File: config.mk
export PLATFORM = sky130hd
export DESIGN_NAME = pipeline_hazard_ctrl
export DESIGN_NICKNAME = d
export VERILOG_FILES = /design/src/rtl/pipeline_hazard_ctrl.sv
export SDC_FILE = /design/constraint.sdc
export NUM_CORES = 1
export LEC_CHECK = 0
export ABC_CLOCK_PERIOD_IN_PS = 2800
export CORE_UTILIZATION = 45
export CTS_BUF_LIST = sky130_fd_sc_hd__clkbuf_8
export CTS_CLUSTER_SIZE = 12
export DETAILED_ROUTE_END_ITERATION = 7
export PLACE_DENSITY = 0.83
export RECOVER_POWER = 25
export SYNTH_ARGS = -nofsm -noshare
export SYNTH_HDL_FRONTEND = slang
export SYNTH_SLANG_ARGS = --single-unit
File: constraint.sdc
create_clock -name clk -period 2.8 [get_ports clk]
set_clock_uncertainty 0.2 [all_clocks]
set_input_delay 0.84 -clock clk [delete_from_list [all_inputs] [get_ports clk]]
set_output_delay 0.84 -clock clk [all_outputs]
set_load 0.005 [all_outputs]
File: src/rtl/pipeline_hazard_ctrl.sv
// Hazard/redirect controller for a 5-stage pipeline: load-use stall, branch/jump redirect,
// EX operand forwarding from shadow EX/MEM/WB destination slots, and a saturating stall counter.
module pipeline_hazard_ctrl #(
  parameter int REG_AW = 3,
  parameter int CNT_W  = 16
) (
  input  logic              clk,
  input  logic              reset,
  input  logic              id_valid,
  input  logic [REG_AW-1:0] id_rs1,
  input  logic              id_rs1_used,
  input  logic [REG_AW-1:0] id_rs2,
  input  logic              id_rs2_used,
  input  logic [REG_AW-1:0] id_rd,
  input  logic              id_reg_wr,
  input  logic              id_mem_rd,
  input  logic              id_jump,
  input  logic              ex_branch_taken,
  output logic              stall,
  output logic              kill_if,
  output logic              kill_id,
  output logic [1:0]        pc_src,
  output logic [1:0]        fwd_a,
  output logic [1:0]        fwd_b,
  output logic [CNT_W-1:0]  stall_cycles
);

  logic              ex_v_q,  ex_v_d,  ex_wr_q,  ex_wr_d,  ex_ld_q, ex_ld_d;
  logic              mem_v_q, mem_v_d, mem_wr_q, mem_wr_d, mem_ld_q, mem_ld_d;
  logic              wb_v_q,  wb_v_d,  wb_wr_q,  wb_wr_d,  wb_ld_q, wb_ld_d;
  logic [REG_AW-1:0] ex_rd_q, ex_rd_d, mem_rd_q, mem_rd_d, wb_rd_q, wb_rd_d;
  logic [CNT_W-1:0]  cnt_q, cnt_d;

  logic       ex_a, ex_b, mem_a, mem_b, wb_a, wb_b;
  logic       ld_use, stall_int, jump_go;
  logic [1:0] pc_src_int, fwd_a_int, fwd_b_int;

  function automatic logic slot_writes(input logic v, input logic wr,
                                       input logic [REG_AW-1:0] rd,
                                       input logic [REG_AW-1:0] r);
    return v && wr && (rd == r) && (r != '0);
  endfunction

  // A load still in EX yields 0: its data is not ready and the cycle is stalled anyway.
  function automatic logic [1:0] fwd_sel(input logic ex_m, input logic ex_ld,
                                         input logic mem_m, input logic wb_m);
    if (ex_m)       return ex_ld ? 2'd0 : 2'd1;
    else if (mem_m) return 2'd2;
    else if (wb_m)  return 2'd3;
    else            return 2'd0;
  endfunction

  always_comb begin
    ex_a  = id_rs1_used && slot_writes(ex_v_q,  ex_wr_q,  ex_rd_q,  id_rs1);
    ex_b  = id_rs2_used && slot_writes(ex_v_q,  ex_wr_q,  ex_rd_q,  id_rs2);
    mem_a = id_rs1_used && slot_writes(mem_v_q, mem_wr_q, mem_rd_q, id_rs1);
    mem_b = id_rs2_used && slot_writes(mem_v_q, mem_wr_q, mem_rd_q, id_rs2);
    wb_a  = id_rs1_used && slot_writes(wb_v_q,  wb_wr_q,  wb_rd_q,  id_rs1);
    wb_b  = id_rs2_used && slot_writes(wb_v_q,  wb_wr_q,  wb_rd_q,  id_rs2);

    ld_use    = id_valid && ex_ld_q && (ex_a || ex_b);
    stall_int = ld_use && !ex_branch_taken;
    jump_go   = !ex_branch_taken && !stall_int && id_jump && id_valid;

    if (ex_branch_taken) pc_src_int = 2'd2;
    else if (jump_go)    pc_src_int = 2'd1;
    else                 pc_src_int = 2'd0;

    fwd_a_int = fwd_sel(ex_a, ex_ld_q, mem_a, wb_a);
    fwd_b_int = fwd_sel(ex_b, ex_ld_q, mem_b, wb_b);

    // Outputs are forced quiet while reset is held, independent of the live ID/EX inputs.
    stall   = reset && stall_int;
    kill_if = reset && (ex_branch_taken || jump_go);
    kill_id = reset && ex_branch_taken;
    pc_src  = reset ? pc_src_int : 2'd0;
    fwd_a   = reset ? fwd_a_int  : 2'd0;
    fwd_b   = reset ? fwd_b_int  : 2'd0;
    stall_cycles = cnt_q;

    ex_v_d   = id_valid && !stall_int && !ex_branch_taken;
    ex_wr_d  = id_reg_wr;
    ex_ld_d  = id_mem_rd;
    ex_rd_d  = id_rd;
    mem_v_d  = ex_v_q;
    mem_wr_d = ex_wr_q;
    mem_ld_d = ex_ld_q;
    mem_rd_d = ex_rd_q;
    wb_v_d   = mem_v_q;
    wb_wr_d  = mem_wr_q;
    wb_ld_d  = mem_ld_q;
    wb_rd_d  = mem_rd_q;

    cnt_d = cnt_q;
    if (stall_int && (cnt_q != '1)) cnt_d = cnt_q + 1'b1;
  end

  always_ff @(posedge clk or negedge reset) begin
    if (!reset) begin
      ex_v_q   <= 1'b0;
      ex_wr_q  <= 1'b0;
      ex_ld_q  <= 1'b0;
      ex_rd_q  <= '0;
      mem_v_q  <= 1'b0;
      mem_wr_q <= 1'b0;
      mem_ld_q <= 1'b0;
      mem_rd_q <= '0;
      wb_v_q   <= 1'b0;
      wb_wr_q  <= 1'b0;
      wb_ld_q  <= 1'b0;
      wb_rd_q  <= '0;
      cnt_q    <= '0;
    end else begin
      ex_v_q   <= ex_v_d;
      ex_wr_q  <= ex_wr_d;
      ex_ld_q  <= ex_ld_d;
      ex_rd_q  <= ex_rd_d;
      mem_v_q  <= mem_v_d;
      mem_wr_q <= mem_wr_d;
      mem_ld_q <= mem_ld_d;
      mem_rd_q <= mem_rd_d;
      wb_v_q   <= wb_v_d;
      wb_wr_q  <= wb_wr_d;
      wb_ld_q  <= wb_ld_d;
      wb_rd_q  <= wb_rd_d;
      cnt_q    <= cnt_d;
    end
  end

endmodule

==> flow_summary.toml, run 1 <==
[cts]
clock_path_buffers = 2
cts_buffers = 5
hold_buffers = 0
numClockSinks = 32
path_clk_slew_ps = 60
clkLatencyLatePin_ps = 280
cts_tree = "built"
cts_htree_levels = 2
cts_root_buf = "clkbuf_8"

[grt]
use_met1_pct = 26.28
grt_pass1_vias = 1614
grt_max_degree = 21
grt_use_met2_pct = 45.79
top_usage_layer = "met2"
antenna_found_initial = 0
grt_util_met3_pct = 6.204
grt_usage_pct = 25.27
grt_first_pass_wirelength_um = 7514
grt_overflow = 0

[cells_and_area]
nets = 247
drive_above_1_share_pct = 37.28
synthToLayoutAreaGrowth_pct = 55.29
fin_cells = 274
n_antenna_cell = 0

[timing]
fmax_ghz = 0.3077
slew_violations = 0
maxSlewHeadroom_pct = 70.92
timing.final.ws_setup_ps = -449.4
finalHoldViolCount = 0
tightestPinTransition_ps = 436.1
whs_ps = 176.0
min_period_ps = 3249
setup_violations = 7
period_share_pct = 116.1
rsz0062_at_grt = "yes"
fin_tns_setup_ps = -2451

[power_and_ir_drop]
p_clk_share_pct = 33.0
combPwrFrac_pct = 16.3
p_int_uw = 724.5
p_sw_uw = 244.7
vdd_drop_max_mv = 0.3733
p_seq_share_pct = 50.6
power.density_mw_per_mm2 = 377.3
p_total_uw = 969.1
power.leakage_uw = 0.001181
p_sw_share_pct = 25.25

[synthesis]
synth_flop_cell = "dfrtp_1"
synthMuxAreaShare_pct = 1.362
yosys.area_share.adder_pct = 0.7564
synth_compound_area_share_pct = 6.051
syn-instance-count = 151
synth_area_sq_mm = 0.001654
synth-simple-area-share_pct = 25.34
synth-edff-count = 0
avgSynthCellArea_sq_um = 10.95
syn_nets = 170
synth_top_family_by_area = "simple AND/OR/NAND/NOR gates"
ys_ff_latch = 32
synth.distinct_cells = 38
synth_xor_area_share_pct = 15.89
synthArstFlopShare_pct = 100.0
yosysSeqAreaShare_pct = 48.41
yosysWarnings = 0

[critical_path]
critPathBufInv = 4
reg2reg_depth = 7
worstSetupPathDepth = 8
critPathKind = "input port to primary output"
crit_slowest_cell = "o31a_1"
slowest_delay_ps = 350
cp_top_family = "compound AO/OA/AOI/OAI gates"
cp_cell_sequence = "buf_8 -> buf_6 -> o31a_1 -> a2bb2oi_4 -> and2b_2 -> buf_4 -> o21bai_1 -> buf_2"
cp_max_fo = 3
worstPathRequired_ps = 1760
end_kind = "primary output"
worst_setup_path_start_kind = "input port"
cp_data_arrival_time_ps = 2210

[die]
die_area_sq_mm = 0.003922
die_h_um = 62.63
core_sq_mm = 0.003416
ios = 43
rows = 21
die_x_um = 62.63
initial_utilization_pct = 48.42

[worst_hold_path]
hold_path.class = "flip-flop to flip-flop"
hold_path_depth = 0

[drt]
drt-total-wl_um = 4514
drc = 0
postRouteAntennaNets = 0
via_per_inst = 5.361
vias = 1469
wire_per_inst_um = 16.47
drt_iter0_drc = 38
dr.pass1.iters = 4

[run_status]
violations = "negative setup slack"
status = "finished, violations left"

[place]
place_inst = 260
dp_hpwl_um = 3088
portBuffers = 42
gp_congestion = 0.9099

[job]
drv_cap = 0
## synth_stat cells, types with 3 or more instances
cell type,number,area [sq um]
nand3_1,10,50.05
dfrtp_1,32,800.8
nor3_1,6,30.03
and4_1,3,26.28
nor2_1,5,18.77
xor2_1,26,227.7
nand2_1,17,63.81
nor4_1,5,31.28
nor4_2,5,62.56
xnor2_1,4,35.03
and3_1,5,31.28
## sequential cells by signal (all words and copies together), names as in the netlist
name and flops:
stall_cycles 16, ex_v_q 1, ex_wr_q 1, mem_wr_q 1, wb_rd_q 3, wb_v_q 1, mem_rd_q 3, ex_rd_q 3
ex_ld_q 1, wb_wr_q 1, mem_v_q 1
## worst paths after layout
path	start	to	slack, ps
setup / recovery	id_rs2[0]	kill_if	-450
hold / removal	mem_wr_q	wb_wr_q	180
setup reg to reg	ex_rd_q[0]	stall_cycles[9]	530
hold reg to reg	mem_wr_q	wb_wr_q	180
max in group asynchronous	reset	ex_v_q	1170
min in group asynchronous	reset	stall_cycles[4]	810
## what timing repair did
item                                    4_1_cts  5_1_grt
pin swaps                                    19        7
gates resized for setup                      88       17
setup buffers                                 8        0
endpoints found under the setup margin        9        7
## power by group through the flow
stage          registers [uW]  clock network (uW)  logic, uW
2_1_floorplan             495                   0       51.2
3_3_place_gp              497                   0        129
3_5_place_dp              498                   0        135
4_1_cts                   490                 328        149
5_1_grt                   492                 352        169
6_report                  491                 320        158
## cell families after synthesis
family / Yosys count
AOI/OAI and AO/OA: 12
xor gates and xnor gates: 30
adders and majority gates: 1
buffers and inverters: 6
DFF: 32
muxes: 2
and+or+nand+nor: 68
## layer usage
metal / vias up / share of wire, %
met4: 0 / 3.6
li1: 679 / -
met3: 15 / 4.4
met1: 728 / 38
met5: - / 0
met2: 47 / 54
## worst reg2reg max path, delay by kind of cell (launching register included)
kind	cells	cell delay, ps
compound gates	1	60
xor+xnor	2	390
buf+inv	2	370
flops	1	440
simple gates	2	740
## layout by cell type, fill, tap and decap left out, drive strengths merged, types with 6 or more instances in the layout
master and instances:
clkbuf 9, nor4 11, clkdlybuf4s50 23, xor2 26, nand3 10, dfrtp 32
nand2 17, buf 42, nor3 6
## metrics by stage
stage	setup slack (ps)	utilization (%)	area, sq um
3_3_place_gp	-1155	68.32	2333
5_1_grt	-472.2	75.20	2569
4_1_cts	-354.5	73.70	2517
6_report	-449.4	75.20	2569
3_5_place_dp	-1200	68.32	2333
2_1_floorplan	-147.7	-	1697
## layout make-up
class | instances | area (sq um)
fillers | 244 | 847.1
inverters | 1 | 3.754
repair buffers | 75 | 650.6
clock buffers | 5 | 68.82
flip-flops and latches | 32 | 800.8
well taps | 46 | 57.56
clock inverters | 2 | 8.758
multi-input cells | 113 | 978.4
Note: power is estimated with default switching activity, not from simulation.
==> run 2: changes to the inputs <==
ABC_CLOCK_PERIOD_IN_PS = 3200   (was 2800)
CAP_MARGIN = 20   (was not set)
CORE_UTILIZATION = 50   (was 45)
PLACE_DENSITY = 0.87   (was 0.83)
TNS_END_PERCENT = 50   (was not set)
clock period = 3.2 ns   (was 2.8 ns; I/O delays follow)
==> run 2 against run 1 <==
The run still ends with negative setup slack left. Via count decreased by 1.4%. Die area is 9.7% lower. Cell count down 2.6%. Sequential share of layout area up 0.92 points. Critical path depth unchanged. Wire length shrank 3.1%. Non-clock buffer count fell by 6. Clock power increased by 16%. Cell area shrank 2.9%. First-iteration DRC count rose by 100%. Critical endpoint unchanged. Largest power group unchanged.
==> flow_summary.toml, run 2 (synthesis results as in run 1) <==
[run_status]
status = "finished, violations left"
violations = "negative setup slack"

[drt]
drt_iter0_drc = 77
via_per_inst = 5.427
met2RoutedLength_um = 2295
wl_met3_um = 190
drt-total-wl_um = 4373
dr.pass1.iters = 4
vias = 1449
wire_per_inst_um = 16.38
drc = 0
top_layer = "met4"
postRouteAntennaNets = 0
wl_met1_um = 1702

[critical_path]
cp_data_arrival_time_ps = 2330
end_kind = "primary output"
worst_setup_path_start_kind = "input port"
critPathMostFrequentCell = "buf_6"
cp_cell_sequence = "buf_8 -> buf_6 -> o31a_1 -> a2bb2oi_4 -> and2b_2 -> buf_6 -> o21bai_1 -> buf_2"
crit_slowest_cell = "o31a_1"
slowest_delay_ps = 350
critPathKind = "input port to primary output"
worstPathRequired_ps = 2040
cp_max_fo = 3

[place]
gp_congestion = 0.8986
place_inst = 252
portBuffers = 42
dp_hpwl_um = 3017

[die]
initial_utilization_pct = 53.31
rows = 20
die_area_sq_mm = 0.003542
die_h_um = 59.52
die_x_um = 59.52
core_sq_mm = 0.003103
ios = 43

[cts]
cts_tree = "built"
cts_buffers = 5
numClockSinks = 32
cts_htree_levels = 2
path_clk_slew_ps = 70
clkLatencyLatePin_ps = 280
clock_path_buffers = 2
cts_root_buf = "clkbuf_8"

[timing]
setup_violations = 7
whs_ps = 179.0
slew_violations = 0
fmax_ghz = 0.2866
finalHoldViolCount = 0
maxSlewHeadroom_pct = 64.03
timing.final.ws_setup_ps = -289.1
rsz0062_at_grt = "yes"
tightestPinTransition_ps = 539.6
fin_tns_setup_ps = -1372
min_period_ps = 3489
period_share_pct = 109.0

[cells_and_area]
fin_cells = 267
fin_util_pct = 80.40
synthToLayoutAreaGrowth_pct = 50.83
largest_reg_flops = 16
nets = 241
final_common_cell = "dfrtp_1"
fillers = 227
n_antenna_cell = 0
drive_above_1_share_pct = 32.29
final_cell_mix = "32 x dfrtp_1, 24 x clkdlybuf4s50_1, 23 x xor2_1"

[grt]
grt_first_pass_wirelength_um = 7176
antenna_found_initial = 0
grt_pass1_vias = 1554
grt_max_degree = 17
grt_overflow = 0
grt_usage_pct = 29.06

[power_and_ir_drop]
p_total_uw = 923.8
vdd_drop_max_mv = 0.3443
power.leakage_uw = 0.001148
power.density_mw_per_mm2 = 370.3

[job]
drv_cap = 0

[worst_hold_path]
hold_path.class = "flip-flop to flip-flop"
## run 2: through the flow
stage / area [sq um] / setup WS (ps)
floorplan: 1678 / -3.318
global placement: 2276 / -1035
detailed placement: 2276 / -1054
CTS: 2499 / -266.2
global route: 2495 / -326.8
finish: 2495 / -289.1
## run 2: cell type report
type	count	area (sq um)	area share, %
repair buffers	69	604.3	24.22
flip-flops and latches	32	800.8	32.10
multi-input cells	113	923.4	37.01
clock inverters	3	38.79	1.555
clock buffers	5	68.82	2.758
inverters	1	3.754	0.1505
well taps	44	55.05	2.207
## run 2: power breakdown
part | internal [uW] | switching [uW]
sequential | 416 | 14.1
combinational | 65.8 | 57.4
clock | 227 | 143
total | 710 | 214
## run 2: final timing paths
kind | from | end | slack (ps) | depth (start not counted)
worst max-delay path | id_rs2[2] | kill_if | -290 | 8
worst min-delay path | mem_wr_q | wb_wr_q | 180 | 0
worst max register to register | stall_cycles[0] | stall_cycles[13] | 900 | 7
worst min register to register | mem_wr_q | wb_wr_q | 180 | 0
max in group asynchronous | reset | mem_wr_q | 1780 | 3
min in group asynchronous | reset | stall_cycles[6] | 670 | 3
## run 2: critical path, delay by kind of cell
kind,cells,cell delay [ps]
compound gates,3,650
buf+inv,4,480
simple gates,1,240
## run 2: repair_timing
item | in CTS | in global routing
endpoints found under the setup margin | 9 | 7
hold buffers | 0 | 0
pin swaps | 18 | 7
gates resized for setup | 86 | 3
setup buffers | 7 | 0
cloned | 0 | 0
## run 2: routing by layer
layer | global-route usage, % | vias up
li1 | - | 674
met1 | 30.48 | 708
met2 | 51.52 | 48
met3 | 8.079 | 19
met4 | 17.28 | 0
met5 | 0 | -
